**config.mk**
```make
export PLATFORM = sky130hd
export DESIGN_NAME = gbsha_fir
export DESIGN_NICKNAME = d
export VERILOG_FILES = /design/src/rtl/gbsha_fir.sv
export SDC_FILE = /design/constraint.sdc
export NUM_CORES = 1
export LEC_CHECK = 0
export CAP_MARGIN = 20
export CORE_MARGIN = 2
export CORE_UTILIZATION = 40
export CTS_BUF_LIST = sky130_fd_sc_hd__clkbuf_16
export CTS_CLUSTER_DIAMETER = 40
export CTS_CLUSTER_SIZE = 20
export DETAILED_ROUTE_END_ITERATION = 12
export GPL_ROUTABILITY_DRIVEN = 0
export SYNTH_ARGS = -nofsm -noshare
export SYNTH_HDL_FRONTEND = slang
export SYNTH_SLANG_ARGS = --single-unit
export TNS_END_PERCENT = 5
```
**constraint.sdc**
```tcl
create_clock -name clk -period 5.5 [get_ports clk]
set_input_delay 0.825 -clock clk [delete_from_list [all_inputs] [get_ports clk]]
set_output_delay 0.825 -clock clk [all_outputs]
set_load 0.005 [all_outputs]
```
**src/rtl/gbsha_fir.sv**
```systemverilog
// gbsha_fir: N-tap unsigned FIR filter with shift-loaded coefficients.
// Registered result with a one-cycle valid strobe and a primed flag.
module gbsha_fir #(
    parameter int N_TAPS = 4,
    parameter int W_IN   = 2,
    parameter int W_COEF = 3,
    localparam int W_OUT = W_IN + W_COEF + $clog2(N_TAPS)
) (
    input  logic              clk,
    input  logic              rst,
    input  logic [W_IN-1:0]   x_in,
    input  logic              x_valid,
    input  logic [W_COEF-1:0] coef_in,
    input  logic              coef_load,
    input  logic              clr,
    output logic [W_OUT-1:0]  y_out,
    output logic              y_valid,
    output logic              y_primed
);

    localparam int CW = $clog2(N_TAPS + 1);
    localparam logic [CW-1:0] CNT_MAX = CW'(N_TAPS);

    logic [W_IN-1:0]   d     [N_TAPS];
    logic [W_IN-1:0]   d_nxt [N_TAPS];
    logic [W_COEF-1:0] c     [N_TAPS];
    logic [CW-1:0]     cnt;
    logic [CW-1:0]     cnt_nxt;
    logic [W_OUT-1:0]  acc;

    // Post-shift delay line and the full-precision dot product over it.
    always_comb begin
        d_nxt[0] = x_in;
        for (int k = 1; k < N_TAPS; k++) begin
            d_nxt[k] = d[k-1];
        end
        acc = '0;
        for (int k = 0; k < N_TAPS; k++) begin
            acc = acc + W_OUT'(c[k]) * W_OUT'(d_nxt[k]);
        end
    end

    // Saturating count of accepted samples.
    always_comb begin
        cnt_nxt = cnt;
        if (cnt != CNT_MAX) begin
            cnt_nxt = cnt + CW'(1);
        end
    end

    // One action per edge: clear, then coefficient shift, then sample.
    always_ff @(posedge clk or posedge rst) begin
        if (rst) begin
            for (int k = 0; k < N_TAPS; k++) begin
                d[k] <= '0;
                c[k] <= W_COEF'(1);
            end
            cnt      <= '0;
            y_out    <= '0;
            y_valid  <= 1'b0;
            y_primed <= 1'b0;
        end else if (clr) begin
            for (int k = 0; k < N_TAPS; k++) begin
                d[k] <= '0;
            end
            cnt      <= '0;
            y_out    <= '0;
            y_valid  <= 1'b0;
            y_primed <= 1'b0;
        end else if (coef_load) begin
            c[0] <= coef_in;
            for (int k = 1; k < N_TAPS; k++) begin
                c[k] <= c[k-1];
            end
            y_valid <= 1'b0;
        end else if (x_valid) begin
            for (int k = 0; k < N_TAPS; k++) begin
                d[k] <= d_nxt[k];
            end
            cnt      <= cnt_nxt;
            y_out    <= acc;
            y_valid  <= 1'b1;
            y_primed <= (cnt_nxt == CNT_MAX);
        end else begin
            y_valid <= 1'b0;
        end
    end

endmodule

```
==> flow_summary.html, run 1 <==
<table>
<tr><th>Metric</th><th>Value</th></tr>
<tr><th colspan="2">Clock network</th></tr>
<tr><td>Clock latency on the worst-skew pair</td><td>about 0.27 ns</td></tr>
<tr><td>Total of hold buffers inserted after clock tree synthesis</td><td>0</td></tr>
<tr><td>Number of gates resized after CTS</td><td>0</td></tr>
<tr><td>CTS clock-pin slew for the worst setup and hold paths</td><td>around 0.05 ns</td></tr>
<tr><td>Root buf cell</td><td>sky130_fd_sc_hd__clkbuf_16</td></tr>
<tr><td>CTS tree</td><td>done</td></tr>
<tr><td>Number of clock buffers inserted by TritonCTS</td><td>5</td></tr>
<tr><td>Clock sink count</td><td>30</td></tr>
<tr><td>Post-CTS repair timing setup buffer count</td><td>0</td></tr>
<tr><td>Maximum buffer depth of the clock tree</td><td>2</td></tr>
<tr><td>Max H-tree Level</td><td>2</td></tr>
<tr><th colspan="2">STA</th></tr>
<tr><td>Unrepaired setup endpoints after global routing</td><td>false</td></tr>
<tr><td>Number of pins with negative max-slew slack in the final report</td><td>0</td></tr>
<tr><td>Total count of hold-check failures in the final report</td><td>0</td></tr>
<tr><td>Total negative slack for setup checks</td><td>0 ns</td></tr>
<tr><td>Headroom to the max-slew limit</td><td>37.3%</td></tr>
<tr><td>Setup Skew</td><td>0.00368 ns</td></tr>
<tr><td>Final worst path period share</td><td>between 70 and 80%</td></tr>
<tr><td>Tightest Pin Transition</td><td>roughly 0.94 ns</td></tr>
<tr><td>Shortest period the worst path allows</td><td>roughly 4.3 ns</td></tr>
<tr><td>Highest achievable clock rate</td><td>0.235 GHz</td></tr>
<tr><td>Setup Viol. Count Final</td><td>0</td></tr>
<tr><th colspan="2">Logic synthesis</th></tr>
<tr><td>Flip-flop and latch count after synthesis</td><td>30</td></tr>
<tr><td>Cell count after synthesis</td><td>~160</td></tr>
<tr><td>Ranking of synthesized cells by area</td><td>sky130_fd_sc_hd__dfrtp_1 34%, sky130_fd_sc_hd__fa_1 16%, sky130_fd_sc_hd__ha_1 9.3%, sky130_fd_sc_hd__mux2_2 7.2%, sky130_fd_sc_hd__a22o_1 6.5%</td></tr>
<tr><td>Library cells used by synthesis</td><td>26</td></tr>
<tr><td>Average size of a mapped cell</td><td>around 12 µm²</td></tr>
<tr><td>Biggest area consumer among synthesized cells</td><td>sky130_fd_sc_hd__dfrtp_1</td></tr>
<tr><td>Number of nets produced by synthesis</td><td>between 150 and 200</td></tr>
<tr><td>Sequential-to-total area share from yosys stat</td><td>approximately two fifths</td></tr>
<tr><td>Area share of the largest cell type after synthesis</td><td>about 34%</td></tr>
<tr><td>Netlist Area Pre-Place</td><td>around 1900 µm²</td></tr>
<tr><td>Count of synthesis-stage warnings from yosys</td><td>0</td></tr>
<tr><th colspan="2">GRT</th></tr>
<tr><td>Initial antenna violation count</td><td>0</td></tr>
<tr><td>Global-route wire length before repair</td><td>around 5.9 mm</td></tr>
<tr><td>Remaining Overflow, GRT</td><td>0</td></tr>
<tr><td>Total GRT Usage</td><td>around 15%</td></tr>
<tr><td>Number of global-route vias before repair</td><td>1273</td></tr>
<tr><td>Largest net degree at the start of global routing</td><td>31</td></tr>
<tr><th colspan="2">Setup path</th></tr>
<tr><td>Most used cell along the critical path</td><td>sky130_fd_sc_hd__fa_1</td></tr>
<tr><td>Required time worst endpoint</td><td>between 5 and 6 ns</td></tr>
<tr><td>Critical setup path kind</td><td>reg -&gt; reg</td></tr>
<tr><td>Startpoint types</td><td>flip-flop</td></tr>
<tr><td>Critical path data arrival time</td><td>4.41 ns</td></tr>
<tr><td>R2R Setup Slk</td><td>roughly 1.2 ns</td></tr>
<tr><td>Worst-path cell chain</td><td>and2_1 -&gt; fa_1 -&gt; inv_1 -&gt; fa_1 -&gt; inv_1 -&gt; fa_1 -&gt; inv_1 -&gt; fa_1 -&gt; inv_1 -&gt; ha_1 -&gt; fa_1 -&gt; a21o_1 -&gt; a21o_1 -&gt; a22o_1</td></tr>
<tr><td>Critical path capture point type</td><td>flip-flop</td></tr>
<tr><td>Largest fanout of any net on the critical path</td><td>5</td></tr>
<tr><td>Worst path bufs/invs</td><td>4</td></tr>
<tr><td>Worst-path cell with the longest stage delay</td><td>sky130_fd_sc_hd__fa_1</td></tr>
<tr><td>Top cell family by delay on the critical path</td><td>adder cells</td></tr>
<tr><td>Largest stage delay on the critical path</td><td>around 0.53 ns</td></tr>
<tr><th colspan="2">Place</th></tr>
<tr><td>Number of buffers inserted by port buffering</td><td>18</td></tr>
<tr><td>Cells after DPL</td><td>around 230</td></tr>
<tr><td>DPL Wire Length</td><td>2.60 mm</td></tr>
<tr><th colspan="2">Flow run</th></tr>
<tr><td>Max-capacitance violation count</td><td>0</td></tr>
<tr><th colspan="2">Die</th></tr>
<tr><td>Num rows</td><td>25</td></tr>
<tr><td>Starting utilization of the core area</td><td>about 40%</td></tr>
<tr><td>Core Box Area</td><td>4630 µm²</td></tr>
<tr><td>Chip height</td><td>72.7 µm</td></tr>
<tr><td>Width of the die</td><td>around 73 µm</td></tr>
<tr><td>Die outline area</td><td>5290 µm²</td></tr>
<tr><td>Io pins</td><td>19</td></tr>
<tr><th colspan="2">Power</th></tr>
<tr><td>Worst IR Drop VDD</td><td>0.123 mV</td></tr>
<tr><td>Clock network fraction of design power</td><td>~44%</td></tr>
<tr><td>Gate power share</td><td>around 15%</td></tr>
<tr><td>Net switching component of the power</td><td>roughly 170 µW</td></tr>
<tr><td>Cell Pwr Density</td><td>around 300 nW/µm²</td></tr>
<tr><td>Standby leakage power</td><td>between 1 and 1.5 nW</td></tr>
<tr><td>Total power draw</td><td>between 600 and 700 µW</td></tr>
<tr><td>Switching power as a share of total power</td><td>about a quarter</td></tr>
<tr><td>Internal power summed over all cells</td><td>523 µW</td></tr>
<tr><td>Portion of total power attributed to sequential cells</td><td>41.0%</td></tr>
<tr><th colspan="2">Routing</th></tr>
<tr><td>Antenna violation net count after detailed routing</td><td>0</td></tr>
<tr><td>Via density per instance</td><td>between 5 and 6</td></tr>
<tr><td>DRC violation count after routing</td><td>0</td></tr>
<tr><td>Iteration-0 DRC Markers</td><td>29</td></tr>
<tr><td>Number of vias after detailed routing</td><td>between 1k and 1.5k</td></tr>
<tr><td>Wire per inst</td><td>between 10 and 15 µm</td></tr>
<tr><td>Pre-antenna DRT Iters</td><td>4</td></tr>
<tr><td>Total Wirelength</td><td>approximately 3.5 mm</td></tr>
<tr><th colspan="2">Cells and area</th></tr>
<tr><td>Count of inserted antenna diode cells</td><td>0</td></tr>
<tr><td>Non-Filler Instances</td><td>236</td></tr>
<tr><td>Count of filler cells inserted in the layout</td><td>between 400 and 500</td></tr>
<tr><td>Share of post-route cells with drive strength above 1</td><td>15.9%</td></tr>
<tr><td>Nets@finish</td><td>220</td></tr>
<tr><td>Synthesis-to-layout area growth</td><td>21.3%</td></tr>
<tr><th colspan="2">Outcome</th></tr>
<tr><td>Outcome</td><td>finished clean</td></tr>
<tr><th colspan="2">Hold path</th></tr>
<tr><td>Type of the tightest min-delay check</td><td>reg -&gt; reg</td></tr>
</table>
[synth_stat cells (all sizes together)]
library cell	number
a21bo	1
a32o	1
and2	16
a22o	14
dfrtp	26
dfstp	4
buf	3
inv	27
nor2	2
o41ai	1
ha	14
a21oi	2
o2bb2ai	1
nor3b	1
xor2	1
fa	15
nand3	1
xnor2	1
o21ai	1
nand2	10
a21o	2
mux2	12
nand3b	1
a211o	1
[power by group through the flow]
stage / clock network, mW / registers (mW) / logic (mW)
after floorplan: 0 / 0.277 / 0.0743
after global placement: 0 / 0.288 / 0.0980
after detailed placement: 0 / 0.288 / 0.103
after CTS: 0.310 / 0.284 / 0.104
after global routing: 0.319 / 0.289 / 0.118
final: 0.306 / 0.284 / 0.102
[routing by layer]
| layer | GRT usage [%] | part of all wire (%) |
|---|---|---|
| met1 | 16.4 | 41 |
| met2 | 27.2 | 55 |
| met3 | 3.87 | 2.6 |
| met4 | 6.58 | 1.6 |
| met5 | 0 | 0 |
[worst paths after layout]
path | startpoint | to | cells past startpoint
max in group asynchronous | rst | c[9]$_DFFE_PP1P_ | 3
max reg2reg | d[7]$_DFFE_PP0P_ | y_out[6]$_DFFE_PP0P_ | 14
min reg2reg | y_out[3]$_DFFE_PP0P_ | y_out[3]$_DFFE_PP0P_ | 1
min in group asynchronous | rst | y_valid$_DFF_PP0_ | 3
max | d[7]$_DFFE_PP0P_ | y_out[6]$_DFFE_PP0P_ | 14
min | y_out[3]$_DFFE_PP0P_ | y_out[3]$_DFFE_PP0P_ | 1
[stage by stage]
| stage | setup slack (ns) | hold WS, ns | util, % | instance area [µm²] |
|---|---|---|---|---|
| 6_report | 1.25 | 0.498 | 49.5 | 2290 |
| 5_1_grt | 1.06 | 0.517 | 49.5 | 2290 |
| 4_1_cts | 1.23 | 0.506 | 49.5 | 2290 |
| 3_5_place_dp | 1.10 | 0.494 | 45.9 | 2130 |
| 3_3_place_gp | 1.18 | 0.480 | 45.9 | 2130 |
| 2_1_floorplan | 1.43 | 0.489 | - | 1890 |
[cells in the final DEF (no fill, tap or decap), types with 4 or more instances in the layout]
master and instances:
sky130_fd_sc_hd__fa_1 15, sky130_fd_sc_hd__mux2_2 12, sky130_fd_sc_hd__a22o_1 14, sky130_fd_sc_hd__dfstp_2 4, sky130_fd_sc_hd__clkbuf_16 5, sky130_fd_sc_hd__ha_1 14, sky130_fd_sc_hd__nand2_1 10, sky130_fd_sc_hd__dfrtp_1 26
sky130_fd_sc_hd__inv_1 27, sky130_fd_sc_hd__clkdlybuf4s50_1 18, sky130_fd_sc_hd__and2_1 16
[sequential cells by signal (all words and copies together), names as in the netlist]
name and cells:
c 12, cnt 3, d 6, y_out 7, y_primed 1, y_valid 1
[final cells by class]
class	count	area (µm²)	area share [%]
Clock buffer	5	125	5.46
Tap cell	54	67.6	2.95
Inverter	27	101	4.42
Timing Repair Buffer	19	188	8.19
Multi-Input combinational cell	98	1010	44.3
Clock inverter	3	40.0	1.75
Sequential cell	30	756	33.0
[cells by family (layout without fill, tap and decap cells)]
kind of cell             after synthesis  count (layout)  synth area share, %
AND/OR/NAND/NOR                       31              31                 9.34
flip-flops                            30              30                 40.0
buffers and inverters                 30              54                 6.29
adder cells (fa/ha/maj)               29              29                 25.2
AO/OA/AOI/OAI                         24              24                 11.1
multiplexers                          12              12                 7.15
XOR/XNOR                               2               2                0.927
No activity file was read; power rests on OpenSTA's default activity.
==> run 2, diff against run 1 <==
clock period = 4.44 ns   (was 5.5 ns; I/O delays follow)
==> flow_summary.html, run 2 (synthesized netlist as in run 1, its figures left out) <==
<table>
<tr><th>Metric</th><th>Value</th></tr>
<tr><th colspan="2">Outcome</th></tr>
<tr><td>Outcome</td><td>finished clean</td></tr>
<tr><th colspan="2">Setup path</th></tr>
<tr><td>Largest stage delay on the critical path</td><td>0.53 ns (about the same)</td></tr>
<tr><td>Worst-path cell chain</td><td>and2_1 -&gt; fa_1 -&gt; inv_1 -&gt; fa_1 -&gt; inv_1 -&gt; fa_1 -&gt; inv_1 -&gt; fa_1 -&gt; inv_1 -&gt; ha_1 -&gt; fa_1 -&gt; a21o_1 -&gt; a21o_1 -&gt; a22o_1</td></tr>
<tr><td>Most used cell along the critical path</td><td>sky130_fd_sc_hd__fa_1</td></tr>
<tr><td>Startpoint types</td><td>flip-flop</td></tr>
<tr><td>Largest fanout of any net on the critical path</td><td>4 (-1)</td></tr>
<tr><td>Required time worst endpoint</td><td>4.60 ns (-1.06 ns)</td></tr>
<tr><td>Top cell family by delay on the critical path</td><td>adder cells</td></tr>
<tr><td>Critical path data arrival time</td><td>4.33 ns (-0.08 ns)</td></tr>
<tr><td>Critical path capture point type</td><td>flip-flop</td></tr>
<tr><td>Worst path bufs/invs</td><td>4 (unchanged)</td></tr>
<tr><td>Critical setup path kind</td><td>reg -&gt; reg</td></tr>
<tr><td>Worst-path cell with the longest stage delay</td><td>sky130_fd_sc_hd__fa_1</td></tr>
<tr><th colspan="2">Clock network</th></tr>
<tr><td>Clock sink count</td><td>30 (unchanged)</td></tr>
<tr><td>CTS clock-pin slew for the worst setup and hold paths</td><td>0.05 ns (about the same)</td></tr>
<tr><td>Number of gates resized after CTS</td><td>0 (unchanged)</td></tr>
<tr><td>Maximum buffer depth of the clock tree</td><td>2 (unchanged)</td></tr>
<tr><td>CTS tree</td><td>done</td></tr>
<tr><td>Clock latency on the worst-skew pair</td><td>0.28 ns (about the same)</td></tr>
<tr><td>Number of clock buffers inserted by TritonCTS</td><td>5 (unchanged)</td></tr>
<tr><td>Post-CTS repair timing setup buffer count</td><td>0 (unchanged)</td></tr>
<tr><td>Root buf cell</td><td>sky130_fd_sc_hd__clkbuf_16</td></tr>
<tr><td>Total of hold buffers inserted after clock tree synthesis</td><td>0 (unchanged)</td></tr>
<tr><td>Max H-tree Level</td><td>2 (unchanged)</td></tr>
<tr><th colspan="2">Routing</th></tr>
<tr><td>Wire length on met3</td><td>113 µm (+26%)</td></tr>
<tr><td>Number of vias after detailed routing</td><td>1215 (+0.91%)</td></tr>
<tr><td>Met2 WL</td><td>1.88 mm (-0.84%)</td></tr>
<tr><td>Top layer reached by signal wires</td><td>met4</td></tr>
<tr><td>Wire per inst</td><td>15.3 µm (+4.5%)</td></tr>
<tr><td>Total Wirelength</td><td>3.65 mm (+5.4%)</td></tr>
<tr><td>Iteration-0 DRC Markers</td><td>41 (+41%)</td></tr>
<tr><td>DRC violation count after routing</td><td>0 (unchanged)</td></tr>
<tr><td>Antenna violation net count after detailed routing</td><td>0 (unchanged)</td></tr>
<tr><td>Met1 wire length</td><td>1.57 mm (+11%)</td></tr>
<tr><td>Via density per instance</td><td>5.11 (about the same)</td></tr>
<tr><td>Pre-antenna DRT Iters</td><td>4 (unchanged)</td></tr>
<tr><th colspan="2">STA</th></tr>
<tr><td>Setup Skew</td><td>0.00446 ns (+0.000781 ns)</td></tr>
<tr><td>Final worst path period share</td><td>94.0% (+17 points)</td></tr>
<tr><td>Number of pins with negative max-slew slack in the final report</td><td>0 (unchanged)</td></tr>
<tr><td>Tightest Pin Transition</td><td>0.955 ns (+0.0175 ns)</td></tr>
<tr><td>Setup Viol. Count Final</td><td>0 (unchanged)</td></tr>
<tr><td>Highest achievable clock rate</td><td>0.240 GHz (+1.9%)</td></tr>
<tr><td>Unrepaired setup endpoints after global routing</td><td>false</td></tr>
<tr><td>Shortest period the worst path allows</td><td>4.17 ns (-0.0797 ns)</td></tr>
<tr><td>Total negative slack for setup checks</td><td>0 ns (unchanged)</td></tr>
<tr><td>Headroom to the max-slew limit</td><td>36.1% (-1.2 points)</td></tr>
<tr><td>Total count of hold-check failures in the final report</td><td>0 (unchanged)</td></tr>
<tr><th colspan="2">Cells and area</th></tr>
<tr><td>Top library cells by usage in the layout, fill and taps aside</td><td>28 x sky130_fd_sc_hd__inv_1, 26 x sky130_fd_sc_hd__dfrtp_1, 18 x sky130_fd_sc_hd__clkdlybuf4s50_1</td></tr>
<tr><td>Share of post-route cells with drive strength above 1</td><td>16.3% (+0.37 points)</td></tr>
<tr><td>Count of inserted antenna diode cells</td><td>0 (unchanged)</td></tr>
<tr><td>Leading cell type in the layout, fill and taps excluded</td><td>sky130_fd_sc_hd__inv_1</td></tr>
<tr><td>Final Util</td><td>49.3% (-0.24 points)</td></tr>
<tr><td>Biggest registers after layout</td><td>c: 12 flops, y_out: 7 flops, d: 6 flops</td></tr>
<tr><td>Non-Filler Instances</td><td>238 (+0.85%)</td></tr>
<tr><td>Synthesis-to-layout area growth</td><td>20.7%</td></tr>
<tr><td>Max reg flops</td><td>12 (unchanged)</td></tr>
<tr><td>Count of filler cells inserted in the layout</td><td>419 (+2.2%)</td></tr>
<tr><td>Nets@finish</td><td>222 (+0.91%)</td></tr>
<tr><td>Most flops, register</td><td>c</td></tr>
<tr><th colspan="2">Die</th></tr>
<tr><td>Num rows</td><td>25 (unchanged)</td></tr>
<tr><td>Chip height</td><td>72.7 µm (unchanged)</td></tr>
<tr><td>Die outline area</td><td>5290 µm² (unchanged)</td></tr>
<tr><td>Starting utilization of the core area</td><td>40.8% (unchanged)</td></tr>
<tr><td>Io pins</td><td>19 (unchanged)</td></tr>
<tr><td>Width of the die</td><td>72.7 µm (unchanged)</td></tr>
<tr><td>Core Box Area</td><td>4630 µm² (unchanged)</td></tr>
<tr><th colspan="2">Power</th></tr>
<tr><td>Standby leakage power</td><td>1.12 nW (+0.17%)</td></tr>
<tr><td>Clock network fraction of design power</td><td>39.9% (-4.4 points)</td></tr>
<tr><td>Gate power share</td><td>15.8% (+1.1 points)</td></tr>
<tr><td>Cell Pwr Density</td><td>350 nW/µm² (+16%)</td></tr>
<tr><td>Switching power as a share of total power</td><td>26.2% (+1.8 points)</td></tr>
<tr><td>Portion of total power attributed to sequential cells</td><td>44.3% (+3.3 points)</td></tr>
<tr><td>Worst IR Drop VDD</td><td>0.200 mV (+63%)</td></tr>
<tr><td>Net switching component of the power</td><td>209 µW (+24%)</td></tr>
<tr><td>Internal power summed over all cells</td><td>589 µW (+13%)</td></tr>
<tr><th colspan="2">GRT</th></tr>
<tr><td>Remaining Overflow, GRT</td><td>0 (unchanged)</td></tr>
<tr><td>Number of global-route vias before repair</td><td>1278 (+0.39%)</td></tr>
<tr><td>Largest net degree at the start of global routing</td><td>31 (unchanged)</td></tr>
<tr><td>Total GRT Usage</td><td>16.1% (+1.1 points)</td></tr>
<tr><td>Global-route wire length before repair</td><td>6.20 mm (+5.3%)</td></tr>
<tr><td>Initial antenna violation count</td><td>0 (unchanged)</td></tr>
<tr><th colspan="2">Place</th></tr>
<tr><td>Number of buffers inserted by port buffering</td><td>18 (unchanged)</td></tr>
<tr><td>Cells after DPL</td><td>230 (+0.88%)</td></tr>
<tr><td>DPL Wire Length</td><td>2.68 mm (+3.0%)</td></tr>
<tr><th colspan="2">Hold path</th></tr>
<tr><td>Type of the tightest min-delay check</td><td>reg -&gt; reg</td></tr>
<tr><th colspan="2">Flow run</th></tr>
<tr><td>Max-capacitance violation count</td><td>0 (unchanged)</td></tr>
</table>
## run 2: worst reg2reg max path, cell delays in order (launching register included)
cell	delay [ns]
sky130_fd_sc_hd__dfrtp_1	0.41
sky130_fd_sc_hd__and2_1	0.17
sky130_fd_sc_hd__fa_1	0.53
sky130_fd_sc_hd__inv_1	0.05
sky130_fd_sc_hd__fa_1	0.53
sky130_fd_sc_hd__inv_1	0.05
sky130_fd_sc_hd__fa_1	0.53
sky130_fd_sc_hd__inv_1	0.05
sky130_fd_sc_hd__fa_1	0.52
sky130_fd_sc_hd__inv_1	0.04
sky130_fd_sc_hd__ha_1	0.22
sky130_fd_sc_hd__fa_1	0.40
sky130_fd_sc_hd__a21o_1	0.19
sky130_fd_sc_hd__a21o_1	0.17
sky130_fd_sc_hd__a22o_1	0.19
## run 2: worst paths after layout
check / start / endpoint / slack, ns / depth (start not counted)
max: c[7]$_DFFE_PP0P_ / y_out[6]$_DFFE_PP0P_ / 0.27 / 14
min: y_out[5]$_DFFE_PP0P_ / y_out[5]$_DFFE_PP0P_ / 0.49 / 1
max reg2reg: c[7]$_DFFE_PP0P_ / y_out[6]$_DFFE_PP0P_ / 0.27 / 14
min reg2reg: y_out[5]$_DFFE_PP0P_ / y_out[5]$_DFFE_PP0P_ / 0.49 / 1
max in group asynchronous: rst / c[6]$_DFFE_PP1P_ / 3.34 / 3
min in group asynchronous: rst / y_out[2]$_DFFE_PP0P_ / 0.77 / 3
## run 2: routing by layer
| layer | track usage, % | vias to the layer above |
|---|---|---|
| li1 | - | 573 |
| met1 | 18.9 | 612 |
| met2 | 27.2 | 25 |
| met3 | 4.14 | 5 |
| met4 | 8.02 | 0 |
| met5 | 0 | - |
## run 2: cell type report
cell class / instances / area, µm² / area share (%)
multi-input cells: 98 / 1010 / 44.5
well taps: 54 / 67.6 / 2.96
clock buffers: 5 / 125 / 5.49
repair buffers: 21 / 203 / 8.89
clock inverters: 3 / 13.8 / 0.603
flip-flops and latches: 30 / 756 / 33.1
inverters: 27 / 101 / 4.44
## run 2: power groups by stage
stage          Combinational [mW]  Sequential [mW]  Clock, mW
6_report                    0.126            0.353      0.319
5_1_grt                     0.145            0.359      0.337
4_1_cts                     0.129            0.353      0.324
3_5_place_dp                0.129            0.358          0
3_3_place_gp                0.124            0.357          0
2_1_floorplan              0.0920            0.344          0
## run 2: metrics by stage
step	worst slack [ns]	power [mW]	instance area, µm²	hold slack, ns
after detailed placement	0.218	0.487	2140	0.481
after global routing	0.126	0.840	2280	0.523
final	0.265	0.798	2280	0.491
after floorplan	0.371	0.436	1890	0.489
after global placement	0.279	0.481	2140	0.476
after CTS	0.237	0.806	2280	0.492
